$ cat config.mk
export PLATFORM = sky130hd
export DESIGN_NAME = mux_nsel_pipe
export DESIGN_NICKNAME = d
export VERILOG_FILES = /design/src/rtl/muxsel_pkg.sv /design/src/rtl/muxsel_skid.sv /design/src/rtl/mux_nsel_pipe.sv
export SDC_FILE = /design/constraint.sdc
export NUM_CORES = 1
export LEC_CHECK = 0
export CORE_MARGIN = 2
export CORE_UTILIZATION = 38
export CTS_BUF_LIST = sky130_fd_sc_hd__clkbuf_4
export CTS_CLUSTER_SIZE = 40
export DETAILED_ROUTE_END_ITERATION = 12
export GPL_TIMING_DRIVEN = 0
export PLACE_DENSITY = 0.9
export SLEW_MARGIN = 10
export SYNTH_ARGS = -nofsm -noshare
export SYNTH_HDL_FRONTEND = slang
export SYNTH_SLANG_ARGS = --single-unit
$ cat constraint.sdc
create_clock -name clk -period 1.5 [get_ports clk]
set_input_delay 0.15 -clock clk [delete_from_list [all_inputs] [get_ports clk]]
set_output_delay 0.15 -clock clk [all_outputs]
set_load 0.02 [all_outputs]
$ cat src/rtl/muxsel_pkg.sv
// Shared definitions for the mux_nsel_pipe operand selector: FSM encoding,
// packed beat layout {data, idx, last, err} and the out-of-range data constant.
package muxsel_pkg;

    typedef enum logic {
        ST_IDLE = 1'b0,
        ST_SCAN = 1'b1
    } state_t;

    // Beat bit positions from the LSB: err, last, idx[SW], data[W]
    localparam int BEAT_ERR_BIT  = 0;
    localparam int BEAT_LAST_BIT = 1;
    localparam int BEAT_IDX_LSB  = 2;
    localparam int BEAT_CTL_W    = 2;

    // Replicated to W bits for a select that names no channel
    localparam logic ZERO_BIT = 1'b0;

    function automatic int beat_data_lsb(input int sw);
        return BEAT_IDX_LSB + sw;
    endfunction

endpackage

$ cat src/rtl/muxsel_skid.sv
// Generic 2-entry valid/ready skid buffer; in_ready is a pure register decode,
// so no combinational path runs from out_ready back to the producer.
module muxsel_skid #(
    parameter int BW = 8
) (
    input  logic          clk,
    input  logic          rst,
    input  logic [BW-1:0] in_data,
    input  logic          in_valid,
    output logic          in_ready,
    output logic [BW-1:0] out_data,
    output logic          out_valid,
    input  logic          out_ready
);

    logic [BW-1:0] head_p1;
    logic [BW-1:0] spare_p1;
    logic          vld_head_p1;
    logic          vld_spare_p1;
    logic          push;
    logic          pop;

    // The spare slot only fills while the head is occupied, so it doubles as "full"
    assign in_ready  = !vld_spare_p1;
    assign push      = in_valid && !vld_spare_p1;
    assign pop       = vld_head_p1 && out_ready;
    assign out_data  = head_p1;
    assign out_valid = vld_head_p1;

    always_ff @(posedge clk or posedge rst) begin
        if (rst) begin
            head_p1      <= '0;
            spare_p1     <= '0;
            vld_head_p1  <= 1'b0;
            vld_spare_p1 <= 1'b0;
        end else if (vld_spare_p1) begin
            if (pop) begin
                head_p1      <= spare_p1;
                vld_spare_p1 <= 1'b0;
            end
        end else if (vld_head_p1) begin
            if (push && pop) begin
                head_p1 <= in_data;
            end else if (push) begin
                spare_p1     <= in_data;
                vld_spare_p1 <= 1'b1;
            end else if (pop) begin
                vld_head_p1 <= 1'b0;
            end
        end else if (push) begin
            head_p1     <= in_data;
            vld_head_p1 <= 1'b1;
        end
    end

endmodule

$ cat src/rtl/mux_nsel_pipe.sv
// Registered N:1 operand selector with valid/ready handshake and in-order scan.
// Define MUXSEL_SKID_EN to put a 2-entry skid buffer on the output.
module mux_nsel_pipe
    import muxsel_pkg::*;
#(
    parameter int W  = 32,
    parameter int N  = 6,
    parameter int SW = $clog2(N)
) (
    input  logic           clk,
    input  logic           rst,
    input  logic [N*W-1:0] in_flat,
    input  logic [SW-1:0]  sel,
    input  logic           sel_valid,
    output logic           sel_ready,
    input  logic           scan_start,
    output logic           scan_busy,
    output logic [W-1:0]   out_data,
    output logic [SW-1:0]  out_idx,
    output logic           out_last,
    output logic           out_err,
    output logic           out_valid,
    input  logic           out_ready
);

    localparam int          BW       = W + SW + BEAT_CTL_W;
    localparam int          DATA_LSB = beat_data_lsb(SW);
    localparam logic [SW-1:0] LAST_IDX = SW'(N - 1);

    function automatic logic [BW-1:0] pack_beat(input logic [W-1:0] data,
                                                input logic [SW-1:0] idx,
                                                input logic last,
                                                input logic err);
        return {data, idx, last, err};
    endfunction

    state_t        state_q;
    state_t        state_d;
    logic [SW-1:0] cnt_q;
    logic [SW-1:0] cnt_d;
    logic [W-1:0]  chan [N];
    logic          sel_oor;
    logic          slot_free;
    logic          load_p0;
    logic [BW-1:0] beat_p0;
    logic [BW-1:0] beat_p1;

    always_comb begin
        for (int i = 0; i < N; i++) begin
            chan[i] = in_flat[i*W +: W];
        end
    end

    assign sel_oor   = ({1'b0, sel} >= (SW+1)'(N));
    assign scan_busy = (state_q == ST_SCAN);

    always_comb begin
        state_d   = state_q;
        cnt_d     = cnt_q;
        load_p0   = 1'b0;
        beat_p0   = '0;
        sel_ready = 1'b0;
        case (state_q)
            ST_IDLE: begin
                // A scan request pre-empts any direct request in the same cycle
                sel_ready = slot_free && !scan_start;
                if (scan_start) begin
                    state_d = ST_SCAN;
                    cnt_d   = '0;
                end else if (sel_valid && slot_free) begin
                    load_p0 = 1'b1;
                    beat_p0 = pack_beat(sel_oor ? {W{ZERO_BIT}} : chan[sel],
                                        sel, 1'b0, sel_oor);
                end
            end
            ST_SCAN: begin
                if (slot_free) begin
                    load_p0 = 1'b1;
                    beat_p0 = pack_beat(chan[cnt_q], cnt_q, cnt_q == LAST_IDX, 1'b0);
                    if (cnt_q == LAST_IDX) begin
                        state_d = ST_IDLE;
                    end else begin
                        cnt_d = cnt_q + 1'b1;
                    end
                end
            end
            default: state_d = ST_IDLE;
        endcase
    end

    always_ff @(posedge clk or posedge rst) begin
        if (rst) begin
            state_q <= ST_IDLE;
            cnt_q   <= '0;
        end else begin
            state_q <= state_d;
            cnt_q   <= cnt_d;
        end
    end

    // ---- stage p0 -> p1: beat capture into the output slot ----
`ifdef MUXSEL_SKID_EN
    logic skid_ready;

    muxsel_skid #(
        .BW(BW)
    ) u_skid (
        .clk      (clk),
        .rst      (rst),
        .in_data  (beat_p0),
        .in_valid (load_p0),
        .in_ready (skid_ready),
        .out_data (beat_p1),
        .out_valid(out_valid),
        .out_ready(out_ready)
    );

    assign slot_free = skid_ready;
`else
    logic vld_p1;

    always_ff @(posedge clk or posedge rst) begin
        if (rst) begin
            beat_p1 <= '0;
            vld_p1  <= 1'b0;
        end else if (load_p0) begin
            beat_p1 <= beat_p0;
            vld_p1  <= 1'b1;
        end else if (out_ready) begin
            vld_p1 <= 1'b0;
        end
    end

    assign out_valid = vld_p1;
    assign slot_free = !vld_p1 || out_ready;
`endif

    assign out_data = beat_p1[DATA_LSB +: W];
    assign out_idx  = beat_p1[BEAT_IDX_LSB +: SW];
    assign out_last = beat_p1[BEAT_LAST_BIT];
    assign out_err  = beat_p1[BEAT_ERR_BIT];

endmodule
==> results.txt <==
run status: finished with violations
failing checks: setup timing
wire per inst: 22.8 um
clock period minus worst slack: 1.59 ns
via count: 5,357
worst setup path end: beat_p1[31]
clock slew at reported path FFs: 0.15 ns
most common library cell in the layout ignoring fill and taps: clkdlybuf4s50_1
largest net degree at the start of global routing: 24
syn_area_per_cell: 9.72 sq um
EDFF count, synth: 0
Worst Setup SP: cnt_q[0]
R2R cell count: 5
Synth warnings: 0
Clock Path Buffers: 2
Iteration-0 DRC Markers: 538
post-synth cell types: 35
final setup TNS: -1.58 ns
Crit Path Class: reg2reg
port buffer count: 239
RePlAce Congestion: 0.838
I/O pins: 240
Worst Max-Slew Pin Slew: 0.510 ns
Setup violations, final: 32
Final Util: 0.640
commonest non-fill, non-tap cells in the layout: 198 x clkdlybuf4s50_1, 128 x mux2i_1, 61 x nand2_1
CTS Buf Count: 5
Finished Layout Cells: 888
leakage: 3.40 nW
Starting Density: 0.390
Setup Skew: 0.00915 ns
gr ovfl total: 0
R2R Path End: beat_p1[31]
die area: 13,200 sq um
Setup crit start kind: register
vias in the first global route: 5,841
Clock Tree Root: clkbuf_4
power per cell area: 1370 nW/um^2
CP Data Required Time: 1.74 ns
Total GRT Usage: 0.295
worst reg2reg setup slack: -0.09 ns
Fin Hold WS: 0.122 ns
first-pass GRT wire length: 30.1 mm
Seq/Total Area, Yosys: 0.224
DP Cell Count: 869
final hold vios: 0
top_reg_cell synth: dfrtp_1
# fillers: 994
number of synthesized register bits: 42
total of max-cap violations: 0
fin worst setup slack: -0.0873 ns
Syn Inst Count: 482
FFs w/ async S/R, synth: 1.00
initial antenna violation count: 0
vias per cell: 6.03
Reg2Reg Launch Point: cnt_q[0]
Residual DRC: 0
Cell Area, Synth: 4690 sq um
Post-Syn Nets: 684
Final #Nets: 942
CTS tree: done
area grow syn2layout: 64.1%
Routed WL: 20.3 mm
crit share post-route: 1.06
cell-by-cell trace of the critical path: buf_6 > buf_12 > mux4_2 > nand2_1 > o2111ai_2
register area: 1050 sq um
Top Family by Delay on Critical Path: multiplexers
Hold Crit Class: in2async
DP Worst Slack: -0.553 ns
multi-input logic area: 3390 sq um
Critical path buffers and inverters: 2
Sink Count: 42
Clk Latency, worst-skew pair: 0.36 ns
core area: 12,000 sq um
critical path fanouts, max: 10
diode count: 0
Slew Limit Fails: 0
die outline width: 115 um
Placement Rows: 40
RSZ-0062 raised after global routing: yes
Worst path max stage delay: 0.50 ns
fraction of layout cells with a size suffix above 1: 0.178
WP depth: 5
H-tree depth: 2
max frequency: 630 MHz
die span in y: 115 um
slowest CP cell: mux4_2
First-pass DRT Iterations: 5
antenna-violating nets left: 0
CP endpoint kind: register
Critical Path AT: 1.83 ns
maximum VDD drop: 0.697 mV
Max-slew headroom: 0.660
detailed placement HPWL: 15.4 mm
==> sequential cells by signal, indices dropped and copies added, names as in the netlist <==
register,flops
beat_p1,37
cnt_q,3
out_valid,1
scan_busy,1
==> synth_stat cells, types with 2 or more instances <==
cell / number / area share
mux2i_1: 130 / 0.28
nor2_1: 33 / 0.026
ha_1: 2 / 0.0053
a222oi_1: 2 / 0.0043
clkbuf_1: 5 / 0.0040
buf_4: 13 / 0.021
o21ai_0: 24 / 0.026
mux4_2: 32 / 0.15
buf_2: 22 / 0.023
dfrtp_1: 42 / 0.22
buf_6: 8 / 0.019
nand2b_1: 3 / 0.0040
inv_1: 4 / 0.0032
o22ai_1: 32 / 0.043
o2111ai_1: 32 / 0.060
nand2_1: 71 / 0.057
a32o_1: 2 / 0.0043
o21ai_1: 8 / 0.0085
==> report_power, final <==
group	internal [mW]	switching [mW]	leakage, nW
logic	3.73	3.80	2.83
clock network	0.514	0.432	0.0528
registers	1.67	0.353	0.520
total	5.92	4.58	3.40
==> through the flow <==
stage	power (mW)	instance area, sq um
finish	10.5	7690
global route	11.1	7690
CTS	9.91	7430
detailed placement	9.09	7280
global placement	8.78	7260
floorplan	6.33	4690
==> cell type report <==
| type | count | area share |
|---|---|---|
| clock buffer | 5 | 0.00488 |
| sequential | 42 | 0.137 |
| clock inverter | 3 | 0.00830 |
| timing repair buffer | 253 | 0.327 |
| buffer | 46 | 0.0566 |
| inverter | 5 | 0.00244 |
| multi-input combinational | 387 | 0.440 |
| tap | 147 | 0.0239 |
==> per-layer routing <==
layer / share of wire / global-route usage / vias up
met5: 0 / 0 / -
met4: 0.025 / 0.128 / 0
met3: 0.076 / 0.0443 / 46
met2: 0.52 / 0.535 / 337
met1: 0.38 / 0.347 / 2596
li1: - / - / 2378
==> kinds of logic (layout without fill, tap and decap cells) <==
group,after synthesis,count (layout),share of synthesized area
and+or+nand+nor,118,118,0.115
buffers and inverters,53,312,0.0715
DFF,42,42,0.224
AOI/OAI and AO/OA,105,105,0.152
muxes,162,162,0.431
adders and majority gates,2,2,0.00534
==> worst min-delay path by stage <==
stage | startpoint | end | slack, ns
after detailed placement | beat_p1[3] | beat_p1[3] | 0.49
after global routing | rst | beat_p1[24] | 0.15
final | rst | beat_p1[14] | 0.12
after global placement | beat_p1[2] | beat_p1[2] | 0.47
after CTS | rst | beat_p1[14] | 0.12
after floorplan | scan_start | cnt_q[2] | 0.24
==> repair_timing <==
action / 4_1_cts / 5_1_grt
hold buffers: 0 / 0
pin swaps: 5 / 7
setup endpoints to repair: 70 / 40
gates resized for setup: 61 / 50
cloned: 0 / 2
buffers inserted: 4 / 7
No activity file was read; power rests on OpenSTA's default activity.
